[src/rtl/calc_pkg.sv]
// Shared encodings, request record and FSM states for the calc port responder.
package calc_pkg;

    typedef enum logic [3:0] {
        CMD_NOP = 4'd0,
        CMD_ADD = 4'd1,
        CMD_SUB = 4'd2,
        CMD_SHL = 4'd5,
        CMD_SHR = 4'd6
    } calc_cmd_e;

    typedef enum logic [1:0] {
        RESP_NONE = 2'd0,
        RESP_OK   = 2'd1,
        RESP_ERR  = 2'd2
    } calc_resp_e;

    // Bit 0 is the MSB on every field, matching the port convention.
    typedef struct packed {
        logic [0:3]  cmd;
        logic [0:31] op1;
        logic [0:31] op2;
    } calc_req_t;

    typedef enum logic {IN_IDLE, IN_OP2} in_state_e;

    typedef enum logic [1:0] {EX_IDLE, EX_SHIFT, EX_RESP} ex_state_e;

    function automatic logic [15:0] sat_add16(input logic [15:0] a, input logic [1:0] inc);
        logic [16:0] s;
        s = {1'b0, a} + 17'(inc);
        return s[16] ? 16'hFFFF : s[15:0];
    endfunction

endpackage

[src/rtl/calc_req_fifo.sv]
// Request queue: DEPTH entries, wrapping PTR_W-bit pointers plus an occupancy count.
module calc_req_fifo
    import calc_pkg::*;
#(
    parameter int DEPTH = 4,
    parameter int PTR_W = 2
) (
    input  logic      clk,
    input  logic      reset,
    input  logic      push,
    input  calc_req_t push_data,
    input  logic      pop,
    output calc_req_t pop_data,
    output logic      full,
    output logic      empty
);

    calc_req_t        mem [DEPTH];
    logic [PTR_W-1:0] wr_ptr;
    logic [PTR_W-1:0] rd_ptr;
    logic [PTR_W:0]   count;
    logic             wr_en;
    logic             rd_en;

    assign full     = (count == (PTR_W+1)'(DEPTH));
    assign empty    = (count == '0);
    assign rd_en    = pop && !empty;
    // A pop in the same cycle frees the slot, so a push into a full queue still lands.
    assign wr_en    = push && (!full || rd_en);
    assign pop_data = mem[rd_ptr];

    always_ff @(posedge clk) begin
        if (wr_en) mem[wr_ptr] <= push_data;
    end

    always_ff @(posedge clk) begin
        if (reset) begin
            wr_ptr <= '0;
            rd_ptr <= '0;
            count  <= '0;
        end else begin
            if (wr_en) wr_ptr <= wr_ptr + 1'b1;
            if (rd_en) rd_ptr <= rd_ptr + 1'b1;
            case ({wr_en, rd_en})
                2'b10:   count <= count + 1'b1;
                2'b01:   count <= count - 1'b1;
                default: count <= count;
            endcase
        end
    end

endmodule

[src/rtl/calc_port_responder.sv]
// Single-port calc responder: two-cycle request capture, request queue, add/sub/shift execute.
// Optional response/error counters when CALC_STATS_EN is defined.
module calc_port_responder
    import calc_pkg::*;
#(
    parameter int DEPTH = 4,
    parameter int PTR_W = 2
) (
    input  logic        c_clk,
    input  logic        reset,
    input  logic [0:3]  req_cmd_in,
    input  logic [0:31] req_data_in,
    output logic [0:1]  out_resp,
    output logic [0:31] out_data,
    output logic        out_ovf
`ifdef CALC_STATS_EN
    ,
    output logic [0:15] ok_count,
    output logic [0:15] err_count
`endif
);

    in_state_e   in_state, in_next;
    logic [0:3]  cmd_q;
    logic [0:31] op1_q;
    logic        push;
    calc_req_t   push_data;

    ex_state_e   ex_state, ex_next;
    calc_req_t   head;
    logic        fifo_full, fifo_empty, pop;
    logic [0:31] shift_val, shift_nxt;
    logic [4:0]  shift_cnt;
    logic        shift_left;
    logic        shift_go;
    logic [32:0] sum33;
    logic [0:1]  resp_d;
    logic [0:31] data_d;

    // Input side: command cycle latches cmd/op1, the next cycle supplies op2.
    always_ff @(posedge c_clk) begin
        if (reset) begin
            in_state <= IN_IDLE;
            cmd_q    <= '0;
            op1_q    <= '0;
        end else begin
            in_state <= in_next;
            if (in_state == IN_IDLE && req_cmd_in != CMD_NOP) begin
                cmd_q <= req_cmd_in;
                op1_q <= req_data_in;
            end
        end
    end

    always_comb begin
        in_next = in_state;
        push    = 1'b0;
        case (in_state)
            IN_IDLE: if (req_cmd_in != CMD_NOP) in_next = IN_OP2;
            IN_OP2: begin
                push    = 1'b1;
                in_next = IN_IDLE;
            end
            default: in_next = IN_IDLE;
        endcase
    end

    assign push_data = '{cmd: cmd_q, op1: op1_q, op2: req_data_in};

    calc_req_fifo #(.DEPTH(DEPTH), .PTR_W(PTR_W)) u_fifo (
        .clk       (c_clk),
        .reset     (reset),
        .push      (push),
        .push_data (push_data),
        .pop       (pop),
        .pop_data  (head),
        .full      (fifo_full),
        .empty     (fifo_empty)
    );

    assign sum33     = {1'b0, head.op1} + {1'b0, head.op2};
    assign shift_nxt = shift_left ? (shift_val << 1) : (shift_val >> 1);

    always_comb begin
        ex_next  = ex_state;
        pop      = 1'b0;
        shift_go = 1'b0;
        resp_d   = RESP_ERR;
        data_d   = '0;
        case (ex_state)
            EX_IDLE: if (!fifo_empty) begin
                pop     = 1'b1;
                ex_next = EX_RESP;
                case (head.cmd)
                    CMD_ADD: if (!sum33[32]) begin
                        resp_d = RESP_OK;
                        data_d = sum33[31:0];
                    end
                    CMD_SUB: if (head.op2 <= head.op1) begin
                        resp_d = RESP_OK;
                        data_d = head.op1 - head.op2;
                    end
                    CMD_SHL, CMD_SHR: begin
                        resp_d = RESP_OK;
                        data_d = head.op1;
                        if (head.op2[27:31] != 5'd0) begin
                            shift_go = 1'b1;
                            ex_next  = EX_SHIFT;
                        end
                    end
                    default: ;
                endcase
            end
            EX_SHIFT: if (shift_cnt == 5'd1) ex_next = EX_RESP;
            EX_RESP:  ex_next = EX_IDLE;
            default:  ex_next = EX_IDLE;
        endcase
    end

    // Outputs are registered so they are valid for exactly the EX_RESP cycle.
    always_ff @(posedge c_clk) begin
        if (reset) begin
            ex_state   <= EX_IDLE;
            shift_val  <= '0;
            shift_cnt  <= '0;
            shift_left <= 1'b0;
            out_resp   <= RESP_NONE;
            out_data   <= '0;
            out_ovf    <= 1'b0;
        end else begin
            ex_state <= ex_next;
            out_resp <= RESP_NONE;
            out_data <= '0;
            out_ovf  <= push && fifo_full && !pop;
            if (shift_go) begin
                shift_val  <= head.op1;
                shift_cnt  <= head.op2[27:31];
                shift_left <= (head.cmd == CMD_SHL);
            end else if (ex_state == EX_SHIFT) begin
                shift_val <= shift_nxt;
                shift_cnt <= shift_cnt - 5'd1;
                if (shift_cnt == 5'd1) begin
                    out_resp <= RESP_OK;
                    out_data <= shift_nxt;
                end
            end else if (pop) begin
                out_resp <= resp_d;
                out_data <= data_d;
            end
        end
    end

`ifdef CALC_STATS_EN
    logic [1:0] ok_inc, err_inc;

    // A drop and an error response can land in the same cycle, hence the 2-bit increment.
    assign ok_inc  = {1'b0, out_resp == RESP_OK};
    assign err_inc = {1'b0, out_resp == RESP_ERR} + {1'b0, out_ovf};

    always_ff @(posedge c_clk) begin
        if (reset) begin
            ok_count  <= '0;
            err_count <= '0;
        end else begin
            ok_count  <= sat_add16(ok_count, ok_inc);
            err_count <= sat_add16(err_count, err_inc);
        end
    end
`endif

endmodule

[config.mk]
export PLATFORM = sky130hd
export DESIGN_NAME = calc_port_responder
export DESIGN_NICKNAME = d
export VERILOG_FILES = /design/src/rtl/calc_pkg.sv /design/src/rtl/calc_req_fifo.sv /design/src/rtl/calc_port_responder.sv
export SDC_FILE = /design/constraint.sdc
export NUM_CORES = 1
export LEC_CHECK = 0
export ABC_AREA = 1
export CAP_MARGIN = 20
export CORE_MARGIN = 8
export CORE_UTILIZATION = 39
export DETAILED_ROUTE_END_ITERATION = 6
export GPL_ROUTABILITY_DRIVEN = 0
export MAX_ROUTING_LAYER = met4
export PLACE_DENSITY = 0.59
export SLEW_MARGIN = 20
export SYNTH_ARGS = -nofsm -noshare
export SYNTH_HDL_FRONTEND = slang
export SYNTH_SLANG_ARGS = --single-unit
[constraint.sdc]
create_clock -name c_clk -period 11.35 [get_ports c_clk]
set_clock_uncertainty 0.15 [all_clocks]
set_input_delay 2.27 -clock c_clk [delete_from_list [all_inputs] [get_ports c_clk]]
set_output_delay 2.27 -clock c_clk [all_outputs]
set_load 0.05 [all_outputs]
==> results_dict.tcl <==
set metrics [dict create \
    final_cell_count_no_fill 3347 \
    cts_resized 0 \
    min_path_type "flip-flop to flip-flop" \
    seqCellArea_um2 10600 \
    h-tree-depth 2 \
    crit_chain "buf_4 -> buf_4 -> o21ai_0 -> o22ai_1 -> ha_1 -> o21ai_0 -> a21oi_1 -> nand2_1 -> a21oi_1 -> nand2_2 -> nor2_4 -> nand3_1 -> nand3_1 -> nand2_1 -> a21oi_2" \
    place_inst 3269 \
    core_area_um2 53600 \
    cp_data_arrival_time_ns 5.58 \
    hpwl_mm 43.29 \
    worst_hold_startpoint "shift_val[18]" \
    antenna_cells 0 \
    die_area_um2 61730 \
    rows 85 \
    ys.flop_type "edfxtp_1" \
    drv_slew 0 \
    clk_path_buf_depth 3 \
    peakVddDrop_v 0.0001678 \
    async_reset_ff_frac 0 \
    p_leak_nw 9.758 \
    p_int_mw 3.689 \
    cpMaxStageDelayCell "buf_4" \
    synth_edf_count 272 \
    ctsHoldBuffers 0 \
    portBuffers 72 \
    tns_ns 0 \
    setup_viol 0 \
    p_comb_frac 0.593 \
    min_period_over_period 0.4599 \
    ys_seq_area_frac 0.5025 \
    dp_slack_ns 6.213 \
    yosys-top-cells-area "edfxtp_1 39%, nand2_1 15%, dfxtp_1 11%" \
    nFillCells 5356 \
    nNetsFinal 2729 \
    drive_above_1_share 0.05809 \
    first_pass_iters 6 \
    clock_latency_ns 0.58 \
    die_w_um 248.5 \
    wl_mm 59.70 \
    finalHoldViolCount 0 \
    fin_crit_ns 5.220 \
    synth-seq-cells 393 \
    grt_pass1_wl_mm 93.00 \
    grt_max_degree 83 \
    cts_tree "built" \
    viasPerCell 5.157 \
    yosysUniqueCellTypes 44 \
    cp_num_buf_inv 2 \
    relSlewSlack 0.3389 \
    synth_commonest_cells "831 x nand2_1, 315 x inv_1, 272 x edfxtp_1" \
    required_ns 11.71 \
    synth_most_common_cell "nand2_1" \
    worst_slew_pin_slew_ns 0.9917 \
    path_clk_slew_ns 0.06 \
    cts_made_buffers 42 \
    vias 17260 \
    synth_fp_nets 2719 \
    antenna_left 0 \
    clock_sinks 393 \
    switching_share 0.5120 \
    syn2layout_area_growth_pct 11.96 \
    io-pin-count 73 \
    postSynthAreaPerCell_um2 8.084 \
    track_usage 0.1917 \
    power_frac_clock 0.181 \
    wl_per_cell_um 17.84 \
    drc 0 \
    critical_path.top_delay_family "compound AO/OA/AOI/OAI gates" \
    slowest_delay_ns 0.69 \
    setup_ws_ns 6.130 \
    netlist_instances 2607 \
    fp.dieH_um 248.5 \
    maxCapViolations 0 \
    synth_area_leader_cell "edfxtp_1" \
    rsz0062_at_grt "no" \
    path_class "flip-flop to flip-flop" \
    powerDensity_nw_per_um2 320.4 \
    antenna_found_initial 0 \
    status "complete, no violations" \
    synth_top_cell_area_share 0.3876 \
    yosys_warnings 0 \
    finalPower_mw 7.559 \
    drt_iter0_drc 1412 \
    multi_input_comb_area_um2 8636 \
    p_sw_mw 3.870 \
    p_seq_frac 0.225 \
    grt_pass1_vias 16420 \
    post-cts-setup-buffers 0 \
    crit_fanout 77 \
    grt.overflow.total 0 \
    cts_root_buffer "clkbuf_16" \
    end_kind "flip-flop" \
    cp-start-kind "flip-flop" \
    timing.fmax_ghz 0.1916 \
    start_util 0.3932 \
    whs_ns 0.3266 \
    syn_area_um2 21080 \
]
[cell families (layout without fill, tap and decap cells)]
kind of cell,count (synthesis),in the layout,synth area share
DFF,393,393,0.5025
and+or+nand+nor,1274,1274,0.2431
adders and majority gates,74,74,0.04500
xor gates and xnor gates,28,28,0.01164
AOI/OAI and AO/OA,386,386,0.1085
buffers and inverters,452,496,0.08929
[flip-flops by register name, summed over array words and instances, names as in the netlist, named ones only]
| signal | cells |
|---|---|
| u_fifo.mem | 272 |
| op1_q | 32 |
| out_data | 32 |
| shift_val | 32 |
| shift_cnt | 5 |
| cmd_q | 4 |
| u_fifo.count | 3 |
| ex_state | 2 |
| out_resp | 2 |
| u_fifo.rd_ptr | 2 |
| u_fifo.wr_ptr | 2 |
| in_state | 1 |
| out_ovf | 1 |
| shift_left | 1 |
[path summary, 6_finish.rpt]
kind / cells past startpoint / slack, ns / endpoint
worst max-delay path: 15 / 6.13 / out_data[0]
worst min-delay path: 2 / 0.33 / shift_val[18]
worst max register to register: 15 / 6.13 / out_data[0]
worst min register to register: 2 / 0.33 / shift_val[18]
[per-layer routing]
metal  wire length, um  GRT usage  up-vias  share of wire
li1                  -          -     8505              -
met1             28720     0.2697     8115           0.48
met2             25740     0.2877      549           0.43
met3              3576    0.02587       93          0.060
met4              1658    0.05350        0          0.028
met5                 0          -        -              0
[through the flow]
stage            util  instance area (um2)
3_3_place_gp   0.4140                22190
6_report       0.4402                23600
3_5_place_dp   0.4140                22190
2_1_floorplan       -                21080
4_1_cts        0.4402                23590
5_1_grt        0.4402                23600
[placed cells by master, fill, tap and decap left out, types with 4 or more instances in the layout]
| master | count |
|---|---|
| edfxtp_1 | 272 |
| clkbuf_1 | 7 |
| clkbuf_8 | 4 |
| nand2_1 | 831 |
| nand4_1 | 24 |
| o21ai_0 | 153 |
| clkinv_1 | 9 |
| inv_2 | 11 |
| clkdlybuf4s50_1 | 72 |
| o22ai_1 | 33 |
| a31oi_1 | 30 |
| o21ai_1 | 5 |
| a32oi_1 | 29 |
| clkinv_2 | 8 |
| nor3_1 | 15 |
| a21oi_1 | 91 |
| nor2_2 | 6 |
| nor2_4 | 5 |
| and2_1 | 8 |
| ha_1 | 71 |
| inv_1 | 314 |
| buf_4 | 17 |
| nor2_1 | 251 |
| xor2_1 | 25 |
| o21bai_1 | 5 |
| nand2_2 | 7 |
| dfxtp_1 | 119 |
| a21oi_2 | 34 |
| nand3_1 | 117 |
| clkbuf_16 | 42 |
[power groups by stage]
stage          combinational, mW  sequential [mW]  clock, mW
2_1_floorplan               3.16             1.75          0
3_3_place_gp                4.37             1.73          0
3_5_place_dp                4.36             1.73          0
4_1_cts                     4.37             1.70       1.40
5_1_grt                     4.96             1.71       1.45
6_report                    4.49             1.70       1.37
[final cells by class]
| type | instances | area share |
|---|---|---|
| clock inverter | 25 | 0.01145 |
| timing repair buffer | 89 | 0.03595 |
| inverter | 329 | 0.05266 |
| sequential | 393 | 0.4490 |
| clock buffer | 53 | 0.04799 |
| multi-input combinational | 1762 | 0.3660 |
| tap | 696 | 0.03691 |
[worst min-delay path: stages, from the launching register on]
cell and delay [ns]:
dfxtp_1 0.31, nand2_1 0.06, a31oi_1 0.06
No activity file was read; power rests on OpenSTA's default activity.
